==> src/rtl/io_pkg.sv <==
// rtl/io_pkg.sv - shared types, bit positions and defaults for the keypad IO port
package io_pkg;

  typedef enum logic [1:0] {
    SCAN     = 2'd0,
    DEBOUNCE = 2'd1,
    HOLD     = 2'd2,
    RELEASE  = 2'd3
  } kp_state_t;

  localparam int VALID_BIT        = 15;
  localparam int OVR_BIT          = 14;
  localparam int DEF_SCAN_DIV     = 15000;
  localparam int DEF_DEBOUNCE_CNT = 4;

  // Index of the lowest-numbered zero bit; lower rows/columns win ties.
  function automatic logic [1:0] low_index(input logic [3:0] bits);
    low_index = 2'd0;
    for (int i = 3; i >= 0; i--) begin
      if (!bits[i]) low_index = 2'(i);
    end
  endfunction

endpackage

==> src/rtl/keypad_reader_if.sv <==
// rtl/keypad_reader_if.sv - CPU-side IO read port of the keypad reader
interface keypad_reader_if;
  logic        io_read_signal;
  logic [15:0] io_read_data;
  logic        key_valid;

  modport master (output io_read_signal, input io_read_data, input key_valid);
  modport slave  (input io_read_signal, output io_read_data, output key_valid);
endinterface

==> src/rtl/keypad_tick_gen.sv <==
// rtl/keypad_tick_gen.sv - free-running scan tick, one cycle high every SCAN_DIV+1 clocks
module keypad_tick_gen
  import io_pkg::*;
#(
  parameter int SCAN_DIV = DEF_SCAN_DIV
) (
  input  logic clk,
  input  logic rst,
  output logic tick
);

  localparam int W = (SCAN_DIV < 1) ? 1 : $clog2(SCAN_DIV + 1);

  logic [W-1:0] cnt;

  always_ff @(posedge clk or negedge rst) begin
    if (!rst) begin
      cnt <= '0;
    end else if (cnt == W'(SCAN_DIV)) begin
      cnt <= '0;
    end else begin
      cnt <= cnt + 1'b1;
    end
  end

  assign tick = (cnt == W'(SCAN_DIV));

endmodule

==> src/rtl/keypad_reader.sv <==
// rtl/keypad_reader.sv - 4x4 matrix keypad scanner with debounce and CPU read port
module keypad_reader
  import io_pkg::*;
#(
  parameter int SCAN_DIV     = DEF_SCAN_DIV,
  parameter int DEBOUNCE_CNT = DEF_DEBOUNCE_CNT
) (
  input  logic            clk,
  input  logic            rst,
  input  logic [3:0]      row_in,
  output logic [3:0]      col_out,
  keypad_reader_if.slave  io
);

  localparam int DW = $clog2(DEBOUNCE_CNT + 1);

  logic          tick;
  logic [3:0]    sync1;
  logic [3:0]    rows_s;
  kp_state_t     state;
  logic [1:0]    row_idx;
  logic [1:0]    col_idx;
  logic [DW-1:0] deb_cnt;
  logic [3:0]    key_code;
  logic          key_valid_r;
  logic          overrun;

  keypad_tick_gen #(.SCAN_DIV(SCAN_DIV)) u_tick (
    .clk  (clk),
    .rst  (rst),
    .tick (tick)
  );

  always_ff @(posedge clk or negedge rst) begin
    if (!rst) begin
      sync1  <= 4'hF;
      rows_s <= 4'hF;
    end else begin
      sync1  <= row_in;
      rows_s <= sync1;
    end
  end

  always_ff @(posedge clk or negedge rst) begin
    if (!rst) begin
      state       <= SCAN;
      col_out     <= 4'b1110;
      row_idx     <= 2'd0;
      col_idx     <= 2'd0;
      deb_cnt     <= '0;
      key_code    <= 4'd0;
      key_valid_r <= 1'b0;
      overrun     <= 1'b0;
    end else begin
      if (io.io_read_signal) begin
        key_valid_r <= 1'b0;
        overrun     <= 1'b0;
      end
      if (tick) begin
        case (state)
          SCAN: begin
            if (rows_s == 4'hF) begin
              col_out <= {col_out[2:0], col_out[3]};
            end else begin
              row_idx <= low_index(rows_s);
              col_idx <= low_index(col_out);
              deb_cnt <= '0;
              state   <= DEBOUNCE;
            end
          end
          DEBOUNCE: begin
            if (!rows_s[row_idx]) begin
              deb_cnt <= deb_cnt + 1'b1;
              if (deb_cnt == DW'(DEBOUNCE_CNT - 1)) begin
                // A read in the same edge already consumed the old key.
                key_code    <= {row_idx, col_idx};
                key_valid_r <= 1'b1;
                overrun     <= key_valid_r & ~io.io_read_signal;
                state       <= HOLD;
              end
            end else begin
              col_out <= {col_out[2:0], col_out[3]};
              state   <= SCAN;
            end
          end
          HOLD: begin
            if (rows_s == 4'hF) begin
              deb_cnt <= '0;
              state   <= RELEASE;
            end
          end
          RELEASE: begin
            if (rows_s == 4'hF) begin
              deb_cnt <= deb_cnt + 1'b1;
              if (deb_cnt == DW'(DEBOUNCE_CNT - 1)) state <= SCAN;
            end else begin
              state <= HOLD;
            end
          end
        endcase
      end
    end
  end

  always_comb begin
    io.io_read_data            = '0;
    io.io_read_data[VALID_BIT] = key_valid_r;
    io.io_read_data[OVR_BIT]   = overrun;
    io.io_read_data[3:0]       = key_code;
  end

  assign io.key_valid = key_valid_r;

endmodule
==> src/flat_wrapper.sv <==
// flat-port wrapper written by rule: the top's interface ports become plain ports
module keypad_reader_flat import io_pkg::*;
#(
  parameter int SCAN_DIV     = DEF_SCAN_DIV,
  parameter int DEBOUNCE_CNT = DEF_DEBOUNCE_CNT
)
  (clk, rst, row_in, col_out, io_io_read_signal, io_io_read_data, io_key_valid);
  keypad_reader_if io_i ();
  input  logic clk;
  input  logic rst;
  input  logic [3:0] row_in;
  output logic [3:0] col_out;
  input wire logic [$bits(io_i.io_read_signal)-1:0] io_io_read_signal;
  output wire logic [$bits(io_i.io_read_data)-1:0] io_io_read_data;
  output wire logic [$bits(io_i.key_valid)-1:0] io_key_valid;
  assign io_i.io_read_signal = io_io_read_signal;
  assign io_io_read_data = io_i.io_read_data;
  assign io_key_valid = io_i.key_valid;
  keypad_reader #(.SCAN_DIV(SCAN_DIV), .DEBOUNCE_CNT(DEBOUNCE_CNT)) u_core (.clk(clk), .rst(rst), .row_in(row_in), .col_out(col_out), .io(io_i));
endmodule
==> config.mk <==
export PLATFORM = sky130hd
export DESIGN_NAME = keypad_reader_flat
export DESIGN_NICKNAME = d
export VERILOG_FILES = /design/src/rtl/io_pkg.sv /design/src/rtl/keypad_reader_if.sv /design/src/rtl/keypad_tick_gen.sv /design/src/rtl/keypad_reader.sv /design/src/flat_wrapper.sv
export SDC_FILE = /design/constraint.sdc
export NUM_CORES = 1
export LEC_CHECK = 0
export CORE_MARGIN = 2
export CORE_UTILIZATION = 38
export CTS_BUF_LIST = sky130_fd_sc_hd__clkbuf_4 sky130_fd_sc_hd__clkbuf_8
export CTS_CLUSTER_DIAMETER = 120
export CTS_CLUSTER_SIZE = 16
export DETAILED_ROUTE_END_ITERATION = 12
export HOLD_SLACK_MARGIN = 0.08
export PLACE_DENSITY = 0.57
export RECOVER_POWER = 50
export SETUP_SLACK_MARGIN = 0.4
export SYNTH_ARGS = -nofsm -noshare
export SYNTH_HDL_FRONTEND = slang
export SYNTH_SLANG_ARGS = --single-unit
==> constraint.sdc <==
create_clock -name clk -period 4.8 [get_ports clk]
set_clock_uncertainty 0.1 [all_clocks]
set_input_delay 1.2 -clock clk [delete_from_list [all_inputs] [get_ports clk]]
set_output_delay 1.2 -clock clk [all_outputs]
set_load 0.05 [all_outputs]
==> metrics.md, run 1 <==
| Metric | Value |
|---|---|
| Outcome | `finished with violations` |
| Failing checks | `capacitance limit, slew limit` |
| Die W | `75.8 um` |
| Die area | `5750 um^2` |
| Worst VDD drop | `153 uV` |
| Reg clk slew, reported paths | `0.07 ns` |
| Detail-routed via count per cell | `4.84` |
| CP endpoint kind | `output port` |
| Slew @ Worst Pin | `2.13 ns` |
| CTS Hold Bufs | `0` |
| Fmax | `336 MHz` |
| Initial DRC count | `54` |
| Total GRT Usage | `13.6%` |
| Hold Crit Class | `register to register` |
| Post-Route WL | `3.30 mm` |
| CTS sink cnt | `41` |
| Grt ovf | `0` |
| Top cells by area, synth | `dfrtp_1 38%, dfstp_2 15%, mux2_2 7.5%` |
| Vias in the first global route | `1253` |
| Max FO, Critical Path | `5` |
| Core Area | `5040 um^2` |
| CTS tree | `done` |
| TNS Setup | `0 ns` |
| Clock latency on the worst-skew pair | `0.29 ns` |
| Largest net degree at the start of global routing | `42` |
| NumNets Final | `193` |
| Cell total after placement | `245` |
| Sequential fraction of the synthesis area | `53.1%` |
| Root buffer cell | `clkbuf_8` |
| Final hold vios | `0` |
| Drt wl/cell | `13.0 um` |
| Yosys cell types | `40` |
| Fin util | `44.4%` |
| Async SR Flop Fraction | `100%` |
| Worst EP required | `3.50 ns` |
| CP Data Arrival Time | `1.67 ns` |
| Share of layout cells above drive strength 1 | `21.3%` |
| Fin crit period | `2.97 ns` |
| Number of H-tree levels | `2` |
| Max-cap violations | `1` |
| # diodes | `0` |
| Tot Pwr | `676 uW` |
| I/O Buffers | `17` |
| Global-route wire length before repair | `5.87 mm` |
| Iteration count of the initial detailed-routing pass | `4` |
| Slew Limit Fails | `42` |
| CP cell instances | `clkdlybuf4s50_1` |
| Synthesized area | `1960 um^2` |
| Total number of vias | `1224` |
| Main synth FF type | `dfrtp_1` |
| Top post-synthesis cells by count | `30 x dfrtp_1, 13 x mux2_2, 12 x buf_4` |
| Pwr/cell area | `302 nW/um^2` |
| Critical path type | `register to output port` |
| # rows | `26` |
| Num CTS Buffers | `5` |
| Fill count | `466` |
| Worst slack on hold paths | `0.258 ns` |
| Largest area contributor in the netlist | `dfrtp_1` |
| Max Root-Sink Buffers | `2` |
| Crit-path slowest cell | `clkdlybuf4s50_1` |
| Type of origin of the critical path | `register` |
| Post-route insts no fill | `253` |
| Post-Syn Area per Cell | `11.9 um^2` |
| Die height | `75.8 um` |
| # Post-CTS Setup Buffers | `0` |
| Final Cycle Share | `61.9%` |
| Final setup vio count | `0` |
| Io pins | `28` |
| Area Overhead vs Synth | `14.2%` |
| CP delay by family, top | `buffers and inverters` |
| Remaining DRCs | `0` |
| Max-slew headroom at the worst pin | `-41.8%` |
| EDFF count, synth | `0` |
| RSZ-0062 raised after global routing | `false` |
| Leak | `0.000986 uW` |
| Max incr delay on CP | `0.83 ns` |
| Yosys warning count | `0` |
| Top-count cell post-synth | `dfrtp_1` |
| Initial antenna violation count | `0` |
| HPWL after DPL | `2.34 mm` |
| ANT nets after route | `0` |
| WP buf/inv | `1` |
| Initial core utilization | `38.9%` |
| Mapped Cells | `165` |
| Resize count post-CTS | `0` |
| Area share of the largest cell type after synthesis | `38.3%` |
| FF+latch count, synth | `41` |
| Placer Congestion | `0.759` |
through the flow:
step,cell area (um^2),worst slack (ns)
final,2240,1.83
after global placement,2140,2.16
after CTS,2260,1.81
after floorplan,1990,2.60
after global routing,2240,1.45
after detailed placement,2140,2.14
power by group:
part | internal, uW | leakage [uW] | total, uW | switching [uW]
Clock | 175 | 0.0000619 | 291 | 116
Combinational | 5.20 | 0.000404 | 31.3 | 26.1
Sequential | 352 | 0.000520 | 354 | 2.41
Total | 532 | 0.000986 | 676 | 144
layout by cell type, fill, tap and decap left out, types with 2 or more instances in the layout:
cell / synthesis / layout
a211o_1: 3 / 3
inv_1: 7 / 7
xnor2_1: 9 / 9
nor4_1: 6 / 6
clkbuf_8: 0 / 6
dfrtp_1: 30 / 30
nand3_1: 4 / 4
dfstp_2: 11 / 11
nand4_1: 4 / 5
ha_1: 4 / 4
clkdlybuf4s50_1: 0 / 12
nand2_1: 6 / 6
xor2_1: 3 / 3
o21ai_0: 2 / 2
and3_1: 4 / 4
nor3_1: 4 / 4
conb_1: 1 / 10
a21boi_0: 2 / 2
nor2_1: 11 / 11
and4_1: 1 / 2
nand2b_1: 5 / 5
dlygate4sd3_1: 0 / 4
a21oi_1: 3 / 3
mux2_2: 13 / 13
and4bb_2: 2 / 2
cell families (layout without fill, tap and decap cells):
kind of cell	Yosys count	after routing	share of synthesized area [%]
flops	41	41	53.1
mux	15	15	9.13
fa+ha+maj	4	4	2.55
compound gates	13	13	4.79
xor+xnor	12	12	5.36
buf+inv	23	32	6.96
simple gates	56	56	17.9
other cells	1	10	0.191
state kept, by name (all words and copies together) (netlist names):
| name | flops |
|---|---|
| u_core.u_tick.cnt | 14 |
| u_core.col_out | 4 |
| u_core.key_code | 4 |
| u_core.rows_s | 4 |
| u_core.sync1 | 4 |
| u_core.deb_cnt | 3 |
| u_core.col_idx | 2 |
| u_core.row_idx | 2 |
| u_core.state | 2 |
| u_core.io.key_valid | 1 |
| u_core.overrun | 1 |
path summary, 6_finish.rpt:
path | start | end | slack (ns) | depth (start not counted)
max | u_core.col_out[1] | col_out[1] | 1.83 | 1
max reg2reg | u_core.u_tick.cnt[0] | u_core.col_idx[0] | 2.17 | 6
min reg2reg | u_core.sync1[3] | u_core.rows_s[3] | 0.26 | 0
min in group asynchronous | rst | u_core.u_tick.cnt[8] | 1.42 | 1
max in group asynchronous | rst | u_core.col_out[0] | 1.96 | 1
min | u_core.sync1[3] | u_core.rows_s[3] | 0.26 | 0
layer usage:
metal	vias up	part of all wire (%)	GRT usage, %
met3	6	4.3	4.23
met4	0	1.3	4.29
met1	609	46	17.3
li1	582	-	-
met2	27	48	22.2
met5	-	0	0
cell type report:
class	instances	area (um^2)	share of cell area [%]
flip-flops and latches	41	1040	46.5
multi-input cells	110	801	35.8
repair buffers	17	164	7.32
clock buffers	7	90.1	4.02
well taps	70	87.6	3.91
clock inverters	1	30.0	1.34
inverters	7	26.3	1.17
Power figures use the tool's default switching activity.
==> run 2, diff against run 1 <==
--- a/config.mk
+++ b/config.mk
@@ -12,7 +12,7 @@
 export CTS_CLUSTER_SIZE = 16
 export DETAILED_ROUTE_END_ITERATION = 12
 export HOLD_SLACK_MARGIN = 0.08
-export PLACE_DENSITY = 0.57
+export PLACE_DENSITY = 0.59
 export RECOVER_POWER = 50
 export SETUP_SLACK_MARGIN = 0.4
 export SYNTH_ARGS = -nofsm -noshare
==> constraint.sdc (replaced) <==
create_clock -name clk -period 2.7 [get_ports clk]
set_clock_uncertainty 0.1 [all_clocks]
set_input_delay 0.675 -clock clk [delete_from_list [all_inputs] [get_ports clk]]
set_output_delay 0.675 -clock clk [all_outputs]
set_load 0.05 [all_outputs]
==> run 2 against run 1 <==
Compared with the run above: the run now ends clean; via count is 0.90% higher; largest power group unchanged; die area did not move; setup slack worse by 1.4 ns.
==> metrics.md, run 2 (synthesized netlist as in run 1, its figures left out) <==
| Metric | Value |
|---|---|
| Worst VDD drop | `364 uV` |
| Most frequent cells in the layout | `30 x dfrtp_1, 13 x mux2_2, 11 x nor2_1, 11 x dfstp_2, 10 x conb_1` |
| Clock latency on the worst-skew pair | `0.30 ns` |
| Pwr/cell area | `524 nW/um^2` |
| Max reg flops | `14` |
| Iteration count of the initial detailed-routing pass | `3` |
| Slew @ Worst Pin | `0.869 ns` |
| Hold Crit Class | `register to register` |
| Reg clk slew, reported paths | `0.08 ns` |
| Max incr delay on CP | `0.80 ns` |
| Die height | `75.8 um` |
| Remaining DRCs | `0` |
| I/O Buffers | `17` |
| NumNets Final | `194` |
| CP Data Arrival Time | `1.47 ns` |
| Io pins | `28` |
| Vias in the first global route | `1295` |
| CP endpoint kind | `output port` |
| Type of origin of the critical path | `register` |
| Die W | `75.8 um` |
| Post-Route WL | `3.24 mm` |
| HPWL after DPL | `2.34 mm` |
| Detail-routed via count per cell | `4.86` |
| Placer Congestion | `0.763` |
| Total GRT Usage | `13.1%` |
| Cell total after placement | `246` |
| Max Root-Sink Buffers | `2` |
| Setup WS post-layout | `0.457 ns` |
| Final setup vio count | `0` |
| # diodes | `0` |
| CTS sink cnt | `41` |
| Fin util | `44.8%` |
| Worst EP required | `1.92 ns` |
| Fin crit period | `2.24 ns` |
| RSZ-0062 raised after global routing | `false` |
| Total number of vias | `1235` |
| Crit-path slowest cell | `clkdlybuf4s50_1` |
| TNS Setup | `0 ns` |
| Initial core utilization | `38.9%` |
| ANT nets after route | `0` |
| Commonest non-fill, non-tap cell in the layout | `dfrtp_1` |
| Top reg by flops | `u_core.u_tick.cnt` |
| Initial antenna violation count | `0` |
| Root buffer cell | `clkbuf_8` |
| # rows | `26` |
| WP buf/inv | `1` |
| Share of layout cells above drive strength 1 | `23.9%` |
| CP cell instances | `clkdlybuf4s50_1` |
| Outcome | `complete, no violations` |
| Core Area | `5040 um^2` |
| Final Cycle Share | `83.1%` |
| Initial DRC count | `37` |
| Slew Limit Fails | `0` |
| Leak | `0.00105 uW` |
| Global-route wire length before repair | `5.54 mm` |
| Drt wl/cell | `12.7 um` |
| Max-cap violations | `0` |
| Max FO, Critical Path | `3` |
| Number of H-tree levels | `2` |
| Final hold vios | `0` |
| Max-slew headroom at the worst pin | `42.1%` |
| Fill count | `491` |
| Critical path type | `register to output port` |
| CTS tree | `done` |
| Num CTS Buffers | `5` |
| Worst slack at placement | `0.492 ns` |
| Largest net degree at the start of global routing | `42` |
| Post-route insts no fill | `254` |
| Area after DPL | `2140 um^2` |
| Area Overhead vs Synth | `15.3%` |
| Post-route cell area | `2260 um^2` |
| Die area | `5750 um^2` |
| CP delay by family, top | `buffers and inverters` |
| Fmax | `446 MHz` |
| Grt ovf | `0` |
run 2: worst paths after layout:
check | start | to | slack [ns] | cells past startpoint
max | u_core.io.key_valid | io_io_read_data[15] | 0.46 | 1
min | u_core.sync1[2] | u_core.rows_s[2] | 0.26 | 0
max reg2reg | u_core.u_tick.cnt[0] | u_core.col_out[0] | 0.53 | 6
min reg2reg | u_core.sync1[2] | u_core.rows_s[2] | 0.26 | 0
max in group asynchronous | rst | u_core.deb_cnt[1] | 1.57 | 1
min in group asynchronous | rst | u_core.state[0] | 0.39 | 1
run 2: routing by layer:
layer	vias up	share of wire, %	wire length (um)	track usage [%]
met5	-	0	0	0
met2	18	55	1770	24.7
met1	620	39	1280	13.1
met4	0	2.3	75	6.43
met3	7	3.5	112	3.57
li1	590	-	-	-
run 2: cell type report:
| type | count | area, um^2 | area share, % |
|---|---|---|---|
| Clock inverter | 2 | 38.8 | 1.72 |
| Clock buffer | 6 | 76.3 | 3.38 |
| Inverter | 7 | 26.3 | 1.16 |
| Timing Repair Buffer | 18 | 170 | 7.53 |
| Sequential cell | 41 | 1040 | 46.0 |
| Tap cell | 70 | 87.6 | 3.88 |
| Multi-Input combinational cell | 110 | 821 | 36.3 |
run 2: through the flow:
step                      power [uW]  hold slack (ns)
after CTS                       1200            0.259
final                           1180            0.258
after detailed placement         699            0.247
after global routing            1240            0.263
after global placement           697            0.245
after floorplan                  688            0.245
run 2: what timing repair did:
action,CTS,global route
resized for setup,4,2
setup buffers,0,0
hold buffers,0,0
endpoints found under the setup margin,4,9
pin swaps,0,1
run 2: power by group:
part	internal, uW	switching, uW
registers	625	4.44
logic	9.54	46.3
clock network	287	212
==> run 3, diff against run 2 <==
==> constraint.sdc (replaced) <==
create_clock -name clk -period 1.79 [get_ports clk]
set_clock_uncertainty 0.1 [all_clocks]
set_input_delay 0.4475 -clock clk [delete_from_list [all_inputs] [get_ports clk]]
set_output_delay 0.4475 -clock clk [all_outputs]
set_load 0.05 [all_outputs]
==> run 3 against run 2 <==
Compared with the run above: the run now ends with setup timing left; wire length is 57% higher; clock power is 25% higher; clock-buffer cell count is 2 higher; sequential share of layout area is 13 points lower; sequential cell count stayed put; setup slack worse by 0.73 ns; non-clock buffer count is 66 higher; first-iteration DRC count is 35% higher; sequential power is 51% higher; register-to-register slack worse by 0.80 ns; cell area is 41% higher; critical path type is now register to register; largest power group unchanged.
==> metrics.md, run 3 (synthesized netlist as in run 1, its figures left out) <==
| Metric | Value |
|---|---|
| Outcome | `finished with violations` |
| Failing checks | `setup timing` |
| Fill count | `373` |
| Min-delay src | `u_core.sync1[0]` |
| Post-Route WL | `5.09 mm` |
| Flop2flop setup slack | `-0.27 ns` |
| Max-cap violations | `0` |
| Cell total after placement | `278` |
| R2R Path Start | `u_core.u_tick.cnt[1]` |
| Max-slew headroom at the worst pin | `63.6%` |
| Fin util | `63.1%` |
| Number of H-tree levels | `2` |
| Type of origin of the critical path | `register` |
| Area Overhead vs Synth | `62.4%` |
| Detail-routed via count per cell | `4.92` |
| Register area | `1040 um^2` |
| Iteration count of the initial detailed-routing pass | `4` |
| Fin crit period | `2.06 ns` |
| Initial core utilization | `38.9%` |
| Reg-to-reg endpoint | `u_core.col_out[0]` |
| R2R cell count | `6` |
| Worst EP required | `1.86 ns` |
| Worst VDD drop | `488 uV` |
| Clock latency on the worst-skew pair | `0.29 ns` |
| Global-route wire length before repair | `7.20 mm` |
| Remaining DRCs | `0` |
| Die W | `75.8 um` |
| Leak | `0.00147 uW` |
| Hold Crit Class | `register to register` |
| Root buffer cell | `clkbuf_8` |
| Setup WS post-layout | `-0.270 ns` |
| Hold EP | `u_core.rows_s[0]` |
| Reg clk slew, reported paths | `0.08 ns` |
| Largest net degree at the start of global routing | `23` |
| Post-route insts no fill | `320` |
| Critical path type | `register to register` |
| Max Root-Sink Buffers | `2` |
| Multi-input gate area | `1090 um^2` |
| Io pins | `28` |
| Drt wl/cell | `15.9 um` |
| Commonest non-fill, non-tap cell in the layout | `buf_4` |
| RSZ-0062 raised after global routing | `true` |
| # rows | `26` |
| TNS Setup | `-3.34 ns` |
| Placer Congestion | `0.781` |
| Initial antenna violation count | `0` |
| Slew @ Worst Pin | `0.545 ns` |
| Num CTS Buffers | `5` |
| # diodes | `0` |
| Most frequent cells in the layout | `49 x buf_4, 29 x dfrtp_1, 15 x buf_6` |
| CTS tree | `done` |
| Die area | `5750 um^2` |
| Total number of vias | `1575` |
| HPWL after DPL | `2.97 mm` |
| Area after DPL | `2530 um^2` |
| CP Data Arrival Time | `2.13 ns` |
| Final setup vio count | `24` |
| Total GRT Usage | `16.8%` |
| CP endpoint kind | `register` |
| Post-route cell area | `3180 um^2` |
| Initial DRC count | `50` |
| CTS sink cnt | `41` |
| I/O Buffers | `17` |
| Die height | `75.8 um` |
| Hold Path Stages | `0` |
| Final hold vios | `0` |
| Vias in the first global route | `1530` |
| NumNets Final | `260` |
| Share of layout cells above drive strength 1 | `60.4%` |
| Max FO, Critical Path | `4` |
| Final Cycle Share | `115%` |
| Pwr/cell area | `526 nW/um^2` |
| Top reg by flops | `u_core.u_tick.cnt` |
| Slew Limit Fails | `0` |
| ANT nets after route | `0` |
| Max reg flops | `14` |
| Grt ovf | `0` |
| Core Area | `5040 um^2` |
| Fmax | `485 MHz` |
run 3: changes by cell type in the layout (fill, tap and decap cells not counted), sizes merged:
cell,change
bufinv,-1
clkbuf,+4
dlymetal6s2s,-1
buf,+74
dlygate4sd2,-4
dlygate4sd3,+1
clkdlybuf4s50,-6
clkinv,-1
run 3: cell type report:
type                            count  share of cell area [%]
Sequential cell                    41                    32.7
Tap cell                           70                    2.75
Timing Repair Buffer               84                    26.7
Clock buffer                        8                    2.87
Multi-Input combinational cell    110                    34.1
Inverter                            7                   0.826
run 3: worst max path at each step:
stage | start | endpoint | slack, ns | cells past startpoint
floorplan | u_core.u_tick.cnt[0] | u_core.col_out[0] | -0.15 | 7
global placement | u_core.rows_s[1] | u_core.col_out[0] | -0.18 | 4
detailed placement | u_core.rows_s[3] | u_core.col_out[0] | -0.23 | 4
CTS | u_core.rows_s[1] | u_core.col_out[0] | -0.18 | 4
global route | u_core.u_tick.cnt[0] | u_core.col_out[0] | -0.30 | 6
finish | u_core.u_tick.cnt[1] | u_core.col_out[0] | -0.27 | 6
run 3: metal layers:
layer / vias up / share of wire [%] / GRT usage, %
met2: 34 / 55 / 28.1
met4: 0 / 1.9 / 5.26
li1: 724 / - / -
met3: 11 / 3.1 / 4.37
met1: 806 / 40 / 21.3
met5: - / 0 / 0
run 3: power breakdown:
part	internal, uW	total (uW)	switching (uW)
sequential	943	950	6.68
combinational	23.3	101	77.4
clock	323	625	302
total	1290	1680	386
run 3: critical path: stages, from the launching register on:
cell and delay, ns:
dfrtp_1 0.41, inv_2 0.10, ha_4 0.12, and3_4 0.19
nand4_4 0.11, or4_4 0.58, mux2_4 0.32
run 3: repair_timing:
item / CTS / global route
resized for setup: 46 / 28
hold endpoints to repair: 10 / 0
endpoints found under the setup margin: 43 / 44
pin swaps: 15 / 15
buffers inserted: 21 / 12
hold buffers: 1 / 0
run 3: metrics by stage:
step / hold WS [ns] / power, uW / setup WS (ns)
CTS: 0.259 / 1680 / -0.176
global route: 0.260 / 1740 / -0.303
floorplan: 0.0519 / 1040 / -0.153
finish: 0.257 / 1680 / -0.270
detailed placement: 0.247 / 1060 / -0.228
global placement: 0.247 / 1060 / -0.184
